[config.mk]
export PLATFORM = sky130hd
export DESIGN_NAME = port_cmd_issuer
export DESIGN_NICKNAME = d
export VERILOG_FILES = /design/src/rtl/port_cmd_issuer.sv
export SDC_FILE = /design/constraint.sdc
export NUM_CORES = 1
export LEC_CHECK = 0
export CAP_MARGIN = 20
export CORE_ASPECT_RATIO = 1.75
export CORE_MARGIN = 10
export CORE_UTILIZATION = 56
export CTS_CLUSTER_SIZE = 16
export DETAILED_ROUTE_END_ITERATION = 16
export GPL_ROUTABILITY_DRIVEN = 0
export GPL_TIMING_DRIVEN = 1
export PLACE_DENSITY = 0.95
export SETUP_SLACK_MARGIN = 0.2
export SYNTH_ARGS = -nofsm -noshare
export SYNTH_HDL_FRONTEND = slang
export SYNTH_SLANG_ARGS = --single-unit
[constraint.sdc]
create_clock -name clock -period 6.2 [get_ports clock]
set_input_delay 1.24 -clock clock [delete_from_list [all_inputs] [get_ports clock]]
set_output_delay 1.24 -clock clock [all_outputs]
set_load 0.02 [all_outputs]
[src/rtl/port_cmd_issuer.sv]
// Command issuer: queues host requests, tags them from a small pool and issues
// one per cycle to a calculator port; matches tagged responses back to the host.
module port_cmd_issuer #(
  parameter int INSTR_WD   = 4,
  parameter int DATA_WD    = 32,
  parameter int RSP_WD     = 2,
  parameter int TAG_WD     = 2,
  parameter int REG_WD     = 4,
  parameter int FIFO_DEPTH = 4
) (
  input  logic                clock,
  input  logic                reset,
  // Host side: a request transfers on a rising edge where req_valid && req_ready;
  // req_ready depends only on registered state, never on req_valid.
  input  logic                req_valid,
  output logic                req_ready,
  input  logic [INSTR_WD-1:0] req_op,
  input  logic [REG_WD-1:0]   req_d1,
  input  logic [REG_WD-1:0]   req_d2,
  input  logic [REG_WD-1:0]   req_r1,
  input  logic [DATA_WD-1:0]  req_data,
  output logic [INSTR_WD-1:0] op,
  output logic [REG_WD-1:0]   d1,
  output logic [REG_WD-1:0]   d2,
  output logic [REG_WD-1:0]   r1,
  output logic [DATA_WD-1:0]  data_in,
  output logic [TAG_WD-1:0]   tag_in,
  input  logic [RSP_WD-1:0]   resp,
  input  logic [TAG_WD-1:0]   tag_out,
  input  logic [DATA_WD-1:0]  data_out,
  output logic                rsp_valid,
  output logic [RSP_WD-1:0]   rsp_code,
  output logic [TAG_WD-1:0]   rsp_tag,
  output logic [DATA_WD-1:0]  rsp_data,
  output logic [TAG_WD:0]     outstanding,
  output logic                spurious_err
);

  localparam int NUM_TAGS = 1 << TAG_WD;
  localparam int PTR_WD   = (FIFO_DEPTH > 1) ? $clog2(FIFO_DEPTH) : 1;
  localparam int CNT_WD   = $clog2(FIFO_DEPTH + 1);
  localparam int ENTRY_WD = INSTR_WD + 3 * REG_WD + DATA_WD;

  logic [ENTRY_WD-1:0] fifo_mem_q [FIFO_DEPTH];
  logic [PTR_WD-1:0]   wr_ptr_q, wr_ptr_d, rd_ptr_q, rd_ptr_d;
  logic [CNT_WD-1:0]   count_q, count_d;
  logic [NUM_TAGS-1:0] busy_q, busy_d;

  logic [INSTR_WD-1:0] op_q;
  logic [REG_WD-1:0]   d1_q, d2_q, r1_q;
  logic [DATA_WD-1:0]  data_in_q;
  logic [TAG_WD-1:0]   tag_in_q;
  logic                rsp_valid_q;
  logic [RSP_WD-1:0]   rsp_code_q;
  logic [TAG_WD-1:0]   rsp_tag_q;
  logic [DATA_WD-1:0]  rsp_data_q;
  logic                spurious_err_q;

  logic                push, issue, any_free, rsp_hit, rsp_spur;
  logic [TAG_WD-1:0]   free_tag;
  logic [INSTR_WD-1:0] h_op;
  logic [REG_WD-1:0]   h_d1, h_d2, h_r1;
  logic [DATA_WD-1:0]  h_data;

  function automatic logic [PTR_WD-1:0] next_ptr(input logic [PTR_WD-1:0] p);
    return (p == PTR_WD'(FIFO_DEPTH - 1)) ? '0 : p + 1'b1;
  endfunction

  assign req_ready = !reset && (count_q < CNT_WD'(FIFO_DEPTH));
  assign {h_op, h_d1, h_d2, h_r1, h_data} = fifo_mem_q[rd_ptr_q];

  always_comb begin
    free_tag = '0;
    any_free = 1'b0;
    // Scan downward so the lowest-numbered free tag wins.
    for (int i = NUM_TAGS - 1; i >= 0; i--) begin
      if (!busy_q[i]) begin
        free_tag = TAG_WD'(i);
        any_free = 1'b1;
      end
    end
    push     = req_valid && req_ready && (req_op != '0);
    issue    = (count_q != '0) && any_free;
    rsp_hit  = (resp != '0) && busy_q[tag_out];
    rsp_spur = (resp != '0) && !busy_q[tag_out];
    // Freeing and allocating always touch different tags: only a free tag is issued.
    busy_d = busy_q;
    if (rsp_hit) busy_d[tag_out] = 1'b0;
    if (issue)   busy_d[free_tag] = 1'b1;
    count_d  = count_q + CNT_WD'(push) - CNT_WD'(issue);
    wr_ptr_d = push  ? next_ptr(wr_ptr_q) : wr_ptr_q;
    rd_ptr_d = issue ? next_ptr(rd_ptr_q) : rd_ptr_q;
  end

  always_comb begin
    outstanding = '0;
    for (int i = 0; i < NUM_TAGS; i++) outstanding = outstanding + (TAG_WD + 1)'(busy_q[i]);
  end

  always_ff @(posedge clock) begin
    if (push) fifo_mem_q[wr_ptr_q] <= {req_op, req_d1, req_d2, req_r1, req_data};
  end

  always_ff @(posedge clock) begin
    if (reset) begin
      wr_ptr_q       <= '0;
      rd_ptr_q       <= '0;
      count_q        <= '0;
      busy_q         <= '0;
      op_q           <= '0;
      d1_q           <= '0;
      d2_q           <= '0;
      r1_q           <= '0;
      data_in_q      <= '0;
      tag_in_q       <= '0;
      rsp_valid_q    <= 1'b0;
      rsp_code_q     <= '0;
      rsp_tag_q      <= '0;
      rsp_data_q     <= '0;
      spurious_err_q <= 1'b0;
    end else begin
      wr_ptr_q  <= wr_ptr_d;
      rd_ptr_q  <= rd_ptr_d;
      count_q   <= count_d;
      busy_q    <= busy_d;
      op_q      <= issue ? h_op     : '0;
      d1_q      <= issue ? h_d1     : '0;
      d2_q      <= issue ? h_d2     : '0;
      r1_q      <= issue ? h_r1     : '0;
      data_in_q <= issue ? h_data   : '0;
      tag_in_q  <= issue ? free_tag : '0;
      rsp_valid_q <= rsp_hit;
      rsp_code_q  <= rsp_hit ? resp     : '0;
      rsp_tag_q   <= rsp_hit ? tag_out  : '0;
      rsp_data_q  <= rsp_hit ? data_out : '0;
      if (rsp_spur) spurious_err_q <= 1'b1;
    end
  end

  assign op           = op_q;
  assign d1           = d1_q;
  assign d2           = d2_q;
  assign r1           = r1_q;
  assign data_in      = data_in_q;
  assign tag_in       = tag_in_q;
  assign rsp_valid    = rsp_valid_q;
  assign rsp_code     = rsp_code_q;
  assign rsp_tag      = rsp_tag_q;
  assign rsp_data     = rsp_data_q;
  assign spurious_err = spurious_err_q;

endmodule

==> flow_summary_export.csv, run 1 <==
group,metric,value,unit
worst_setup_path,cpMostUsedCell,"clkdlybuf4s50_1",
clock_tree,cts.root.buffer_cell,"clkbuf_16",
synthesis,synth.net_count,632,
placement,dpl.hpwl,14300,µm
sta,rsz0062_at_grt,"false",
pwr,irDropWorstVdd,236,µV
routing,routedWlPerCell,21.6,µm
sta,max_freq,243,MHz
synthesis,synth_cells,533,
pwr,power,0.00517,W
final_layout,seq_area,0.00775,mm²
global_routing,grt_max_degree,52,
synthesis,synth.ff_latch_count,291,
worst_setup_path,crit_chain,"clkdlybuf4s50_1 -> nor2_1 -> clkdlybuf4s50_1",
synthesis,synth-edff-count,192,
sta,finalHoldViolations,0,
final_layout,drive_gt1_share,13.7,%
routing,drcViolationCount,0,
routing,dr_total_vias,5249,
synthesis,avgSynthCellArea,19.2,µm²
hold_path,hold_depth,2,
clock_tree,cts.path.max_buffers,3,
floorplanning,die_area,0.0243,mm²
hold_path,hold_path.class,"reg2reg",
sta,post-route-period-util,66.4,%
worst_setup_path,path_buf_inv,2,
hold_path,min-delay-start,"rd_ptr_q[1]",
routing,firstDrtPassIters,4,
status,outcome,"completed",
run,max_cap_violations,0,
final_layout,syn2layout_area_growth,26.6,%
worst_setup_path,worst_r2r_path_depth,10,
routing,drt_wl_total,21000,µm
worst_setup_path,cp.depth,3,
sta,skew,7.83,ps
clock_tree,cts_resized,0,
synthesis,ys_seq_area_share,75.8,%
worst_setup_path,regToRegSetupSlack,3650,ps
synthesis,synth-main-ff-cell,"edfxtp_1",
pwr,powerDensity,400,mW/mm²
synthesis,synthArstFlopShare,0,%
worst_setup_path,max_stage_delay,740,ps
floorplanning,fp-row-count,65,
clock_tree,postCtsSetupRepairBufs,0,
worst_setup_path,worstSetupStartpointType,"input pin",
pwr,leakage,4.35,nW
global_routing,grt_overflow_total,0,
worst_setup_path,timing.rr.end,"count_q[2]",
clock_tree,clk_pin_slew_worst_paths,60,ps
synthesis,synth_top_cell_area_share,56.4,%
sta,min_period,4120,ps
worst_setup_path,critPathKind,"in2out",
floorplanning,core,0.0180,mm²
final_layout,layout.nets,819,
routing,ant_nets,0,
global_routing,antenna_found_initial,1,
synthesis,synth_area_leaders,"edfxtp_1 (56%), dfxtp_1 (19%), mux4_2 (11%)",
global_routing,grt_pass1_vias,6016,
synthesis,syn-cell-area,0.0102,mm²
sta,setup_viol,0,
worst_setup_path,crit_path_end_kind,"primary output",
worst_setup_path,cpLargestDelayFamily,"buffers and inverters",
floorplanning,initial_utilization,56.8,%
sta,worst_pin_slew,1010,ps
worst_setup_path,crit_start,"reset",
clock_tree,cts_made_buffers,25,
sta,hold_ws,494,ps
worst_setup_path,cp.arrival,2880,ps
placement,portBuffers,178,
sta,slew_headroom,32.3,%
routing,drt-vias-per-instance,5.39,
synthesis,yosysMostFrequentCell,"edfxtp_1",
synthesis,synth_area_leader_cell,"edfxtp_1",
clock_tree,htree_levels,1,
final_layout,fillCellCount,1034,
worst_setup_path,worstPathRequired,4960,ps
floorplanning,dieHeight,199,µm
clock_tree,clock-sinks,291,
worst_setup_path,critPathSlowestCell,"clkdlybuf4s50_1",
clock_tree,cts_tree,"done",
clock_tree,worstSkewPairLatency,510,ps
worst_setup_path,reg2reg_from,"count_q[2]",
synthesis,ys.warnings.count,0,
sta,maxSlewViolCount,0,
global_routing,grt_pass1_wl,33200,µm
worst_setup_path,path_max_fanout,20,
clock_tree,hold_buffers,0,
routing,drtIter0Drc,288,
synthesis,yosysUniqueCellTypes,43,
final_layout,multi_input_area,0.00223,mm²
synthesis,synth_common_cells,"edfxtp_1 (192), dfxtp_1 (99), nor2b_1 (49)",
floorplanning,die_width,122,µm
global_routing,track_usage,17.6,%
floorplanning,ios,179,
hold_path,min_to,"rd_ptr_q[1]",
sta,setup-tns-final,0,ps
==> final cells by class <==
type	count	share of cell area [%]
clock buffers	43	5.83
clock inverters	3	0.145
well taps	234	2.26
multi-input cells	203	17.3
repair buffers	184	14.1
inverters	15	0.435
diodes	1	0.0193
flip-flops and latches	291	59.9
==> how the worst max path moves through the flow <==
stage	to	slack, ps
4_1_cts	req_ready	2090
2_1_floorplan	fifo_mem_q[3][0]	2880
5_1_grt	req_ready	1950
3_3_place_gp	count_q[2]	2050
6_report	req_ready	2080
3_5_place_dp	count_q[2]	1850
==> power by group <==
part | total (W) | switching [W] | internal [W]
logic | 0.00126 | 0.000561 | 0.000695
clock network | 0.00146 | 0.000632 | 0.000826
registers | 0.00246 | 0.000177 | 0.00228
total | 0.00517 | 0.00137 | 0.00380
==> stage by stage <==
step                setup WS [ps]  cells  area [µm²]  utilization [%]
floorplan                    2880    533       10200                -
finish                       2080    974       12900             72.0
CTS                          2090    973       12900             72.0
global placement             2050    927       12200             67.7
global route                 1950    974       12900             72.0
detailed placement           1850    927       12200             67.7
==> sequential cells by signal (all words and copies together), names as in the netlist, 4 cells and up <==
signal	cells
fifo_mem_q	192
busy_q	4
op	4
r1	4
d2	4
d1	4
rsp_data	32
data_in	32
==> worst min-delay path: stages (launching register included) <==
cell and delay [ps]:
dfxtp_2 330, o21ai_0 60, a21oi_1 60
==> layer usage <==
layer | routed length (µm) | vias up | global-route usage [%]
met5 | 0 | - | 0
met4 | 440 | 0 | 5.17
met3 | 1500 | 34 | 4.77
met2 | 11700 | 172 | 32.4
met1 | 7380 | 2637 | 18.9
li1 | - | 2406 | -
==> kinds of logic (layout without fill, tap and decap cells) <==
| group | Yosys count | after routing | synth area share (%) |
|---|---|---|---|
| XOR/XNOR | 1 | 1 | 0.0857 |
| buffers and inverters | 39 | 245 | 2.36 |
| adder cells (fa/ha/maj) | 12 | 12 | 1.62 |
| other | 0 | 1 | 0 |
| multiplexers | 51 | 51 | 11.0 |
| AO/OA/AOI/OAI | 52 | 52 | 3.69 |
| AND/OR/NAND/NOR | 87 | 87 | 5.44 |
| flip-flops | 291 | 291 | 75.8 |
==> layout by cell type (no fill, tap or decap), types with 3 or more instances in the layout <==
cell type | Yosys | layout
buf_4 | 2 | 6
nor3_1 | 4 | 4
a21oi_1 | 5 | 5
edfxtp_1 | 192 | 192
clkbuf_1 | 0 | 13
and2_2 | 0 | 4
mux4_2 | 48 | 48
clkbuf_8 | 0 | 4
o21ai_0 | 6 | 6
ha_1 | 10 | 10
clkbuf_16 | 0 | 26
inv_1 | 15 | 15
nand3_1 | 4 | 4
nor3b_1 | 3 | 3
nor2_1 | 9 | 9
nor2b_1 | 49 | 49
a21boi_0 | 27 | 27
clkdlybuf4s50_1 | 0 | 178
dfxtp_1 | 99 | 97
a21boi_1 | 5 | 5
No activity file was read; power rests on OpenSTA's default activity.
==> inputs of run 2 (changes only) <==
CORE_UTILIZATION = 52   (was 56)
PLACE_DENSITY = 0.9   (was 0.95)
clock period = 4 ns   (was 6.2 ns; I/O delays follow)
==> flow_summary_export.csv, run 2 (synthesized netlist as in run 1, its figures left out) <==
group,metric,value,unit
status,outcome,"completed",
pwr,powerDensity,630,mW/mm²
floorplanning,die_area,0.0259,mm²
final_layout,layout.nets,825,
sta,rsz0062_at_grt,"false",
floorplanning,fp-row-count,67,
global_routing,track_usage,16.4,%
routing,firstDrtPassIters,4,
global_routing,grt_max_degree,52,
pwr,leakage,4.42,nW
placement,dpl.hpwl,14900,µm
worst_setup_path,crit_path_end_kind,"primary output",
worst_setup_path,worstSetupStartpointType,"register",
worst_setup_path,path_max_fanout,8,
routing,dr.max_layer_used,"met4",
sta,finalHoldViolations,0,
final_layout,syn2layout_area_growth,28.1,%
placement,portBuffers,178,
routing,wl_met2,11800,µm
floorplanning,dieHeight,205,µm
sta,maxSlewViolCount,0,
sta,max_freq,277,MHz
sta,slew_headroom,34.4,%
final_layout,final_common_cell,"edfxtp_1",
routing,wl_met1,7290,µm
routing,drcViolationCount,0,
floorplanning,ios,179,
final_layout,largest_register_ffs,192,
clock_tree,htree_levels,1,
routing,routedWlPerCell,21.7,µm
routing,dr_total_vias,5308,
sta,hold_ws,506,ps
clock_tree,cts_made_buffers,25,
clock_tree,cts.root.buffer_cell,"clkbuf_16",
global_routing,antenna_found_initial,2,
sta,setup-tns-final,0,ps
routing,drtIter0Drc,384,
final_layout,final_area,0.0131,mm²
floorplanning,initial_utilization,53.0,%
hold_path,hold_path.class,"reg2reg",
placement,placed_cell_area,0.0122,mm²
run,max_cap_violations,0,
sta,post-route-period-util,90.2,%
routing,ant_nets,0,
final_layout,multi_input_area,0.00223,mm²
sta,worst_pin_slew,983,ps
clock_tree,cts.path.max_buffers,3,
final_layout,fillCellCount,1247,
final_layout,drive_gt1_share,15.2,%
global_routing,grt_pass1_vias,6045,
global_routing,grt_overflow_total,0,
final_layout,layout_common_cells,"edfxtp_1 (192), clkdlybuf4s50_1 (178), dfxtp_1 (97)",
clock_tree,postCtsSetupRepairBufs,0,
clock_tree,clock-sinks,291,
pwr,power,0.00824,W
worst_setup_path,cp.arrival,2810,ps
floorplanning,die_width,126,µm
routing,drt_wl_total,21500,µm
sta,skew,19.5,ps
clock_tree,worstSkewPairLatency,520,ps
clock_tree,cts_resized,0,
clock_tree,cts_tree,"done",
routing,drt-vias-per-instance,5.37,
worst_setup_path,critPathKind,"reg2out",
final_layout,seq_area,0.00775,mm²
sta,min_period,3610,ps
clock_tree,clk_pin_slew_worst_paths,70,ps
clock_tree,hold_buffers,0,
routing,wl_met3,1950,µm
worst_setup_path,worstPathRequired,3200,ps
final_layout,final_cells,988,
placement,placed_cells,940,
final_layout,largest-register,"fifo_mem_q",
pwr,irDropWorstVdd,485,µV
global_routing,grt_pass1_wl,33800,µm
sta,setup_viol,0,
floorplanning,core,0.0193,mm²
-- run 2: per-stage QoR --
| step | worst slack [ps] | util (%) |
|---|---|---|
| floorplan | 1120 | - |
| global placement | 452 | 63.4 |
| detailed placement | 291 | 63.4 |
| CTS | 383 | 67.8 |
| global route | 228 | 67.8 |
| finish | 393 | 67.9 |
-- run 2: critical path: stages (launching register included) --
cell and delay, ps:
dfxtp_1 470, inv_1 140, fa_1 570, inv_1 50, ha_1 180, ha_1 270
clkdlybuf4s50_1 610
-- run 2: metal layers --
metal  track usage, %  vias to the layer above
met1             17.0                     2665
met3             5.72                       31
met2             30.1                      200
met4             5.35                        0
met5                0                        -
li1                 -                     2412
-- run 2: final timing paths --
kind           startpoint             end  slack, ps  cells after the start
min          spurious_err    spurious_err        510                      1
max             busy_q[0]  outstanding[1]        390                      6
max reg2reg    count_q[2]      count_q[2]       1550                     10
min reg2reg  spurious_err    spurious_err        510                      1
-- run 2: final cells by class --
type	instances	area share, %
clock buffers	31	5.03
inverters	15	0.430
flip-flops and latches	291	59.3
clock inverters	15	1.47
diodes	2	0.0383
multi-input cells	203	17.1
repair buffers	190	14.4
well taps	241	2.30
-- run 2: report_power, final --
group | switching [W] | internal (W)
Combinational | 0.000850 | 0.00108
Sequential | 0.000301 | 0.00353
Clock | 0.00104 | 0.00144
Total | 0.00219 | 0.00605
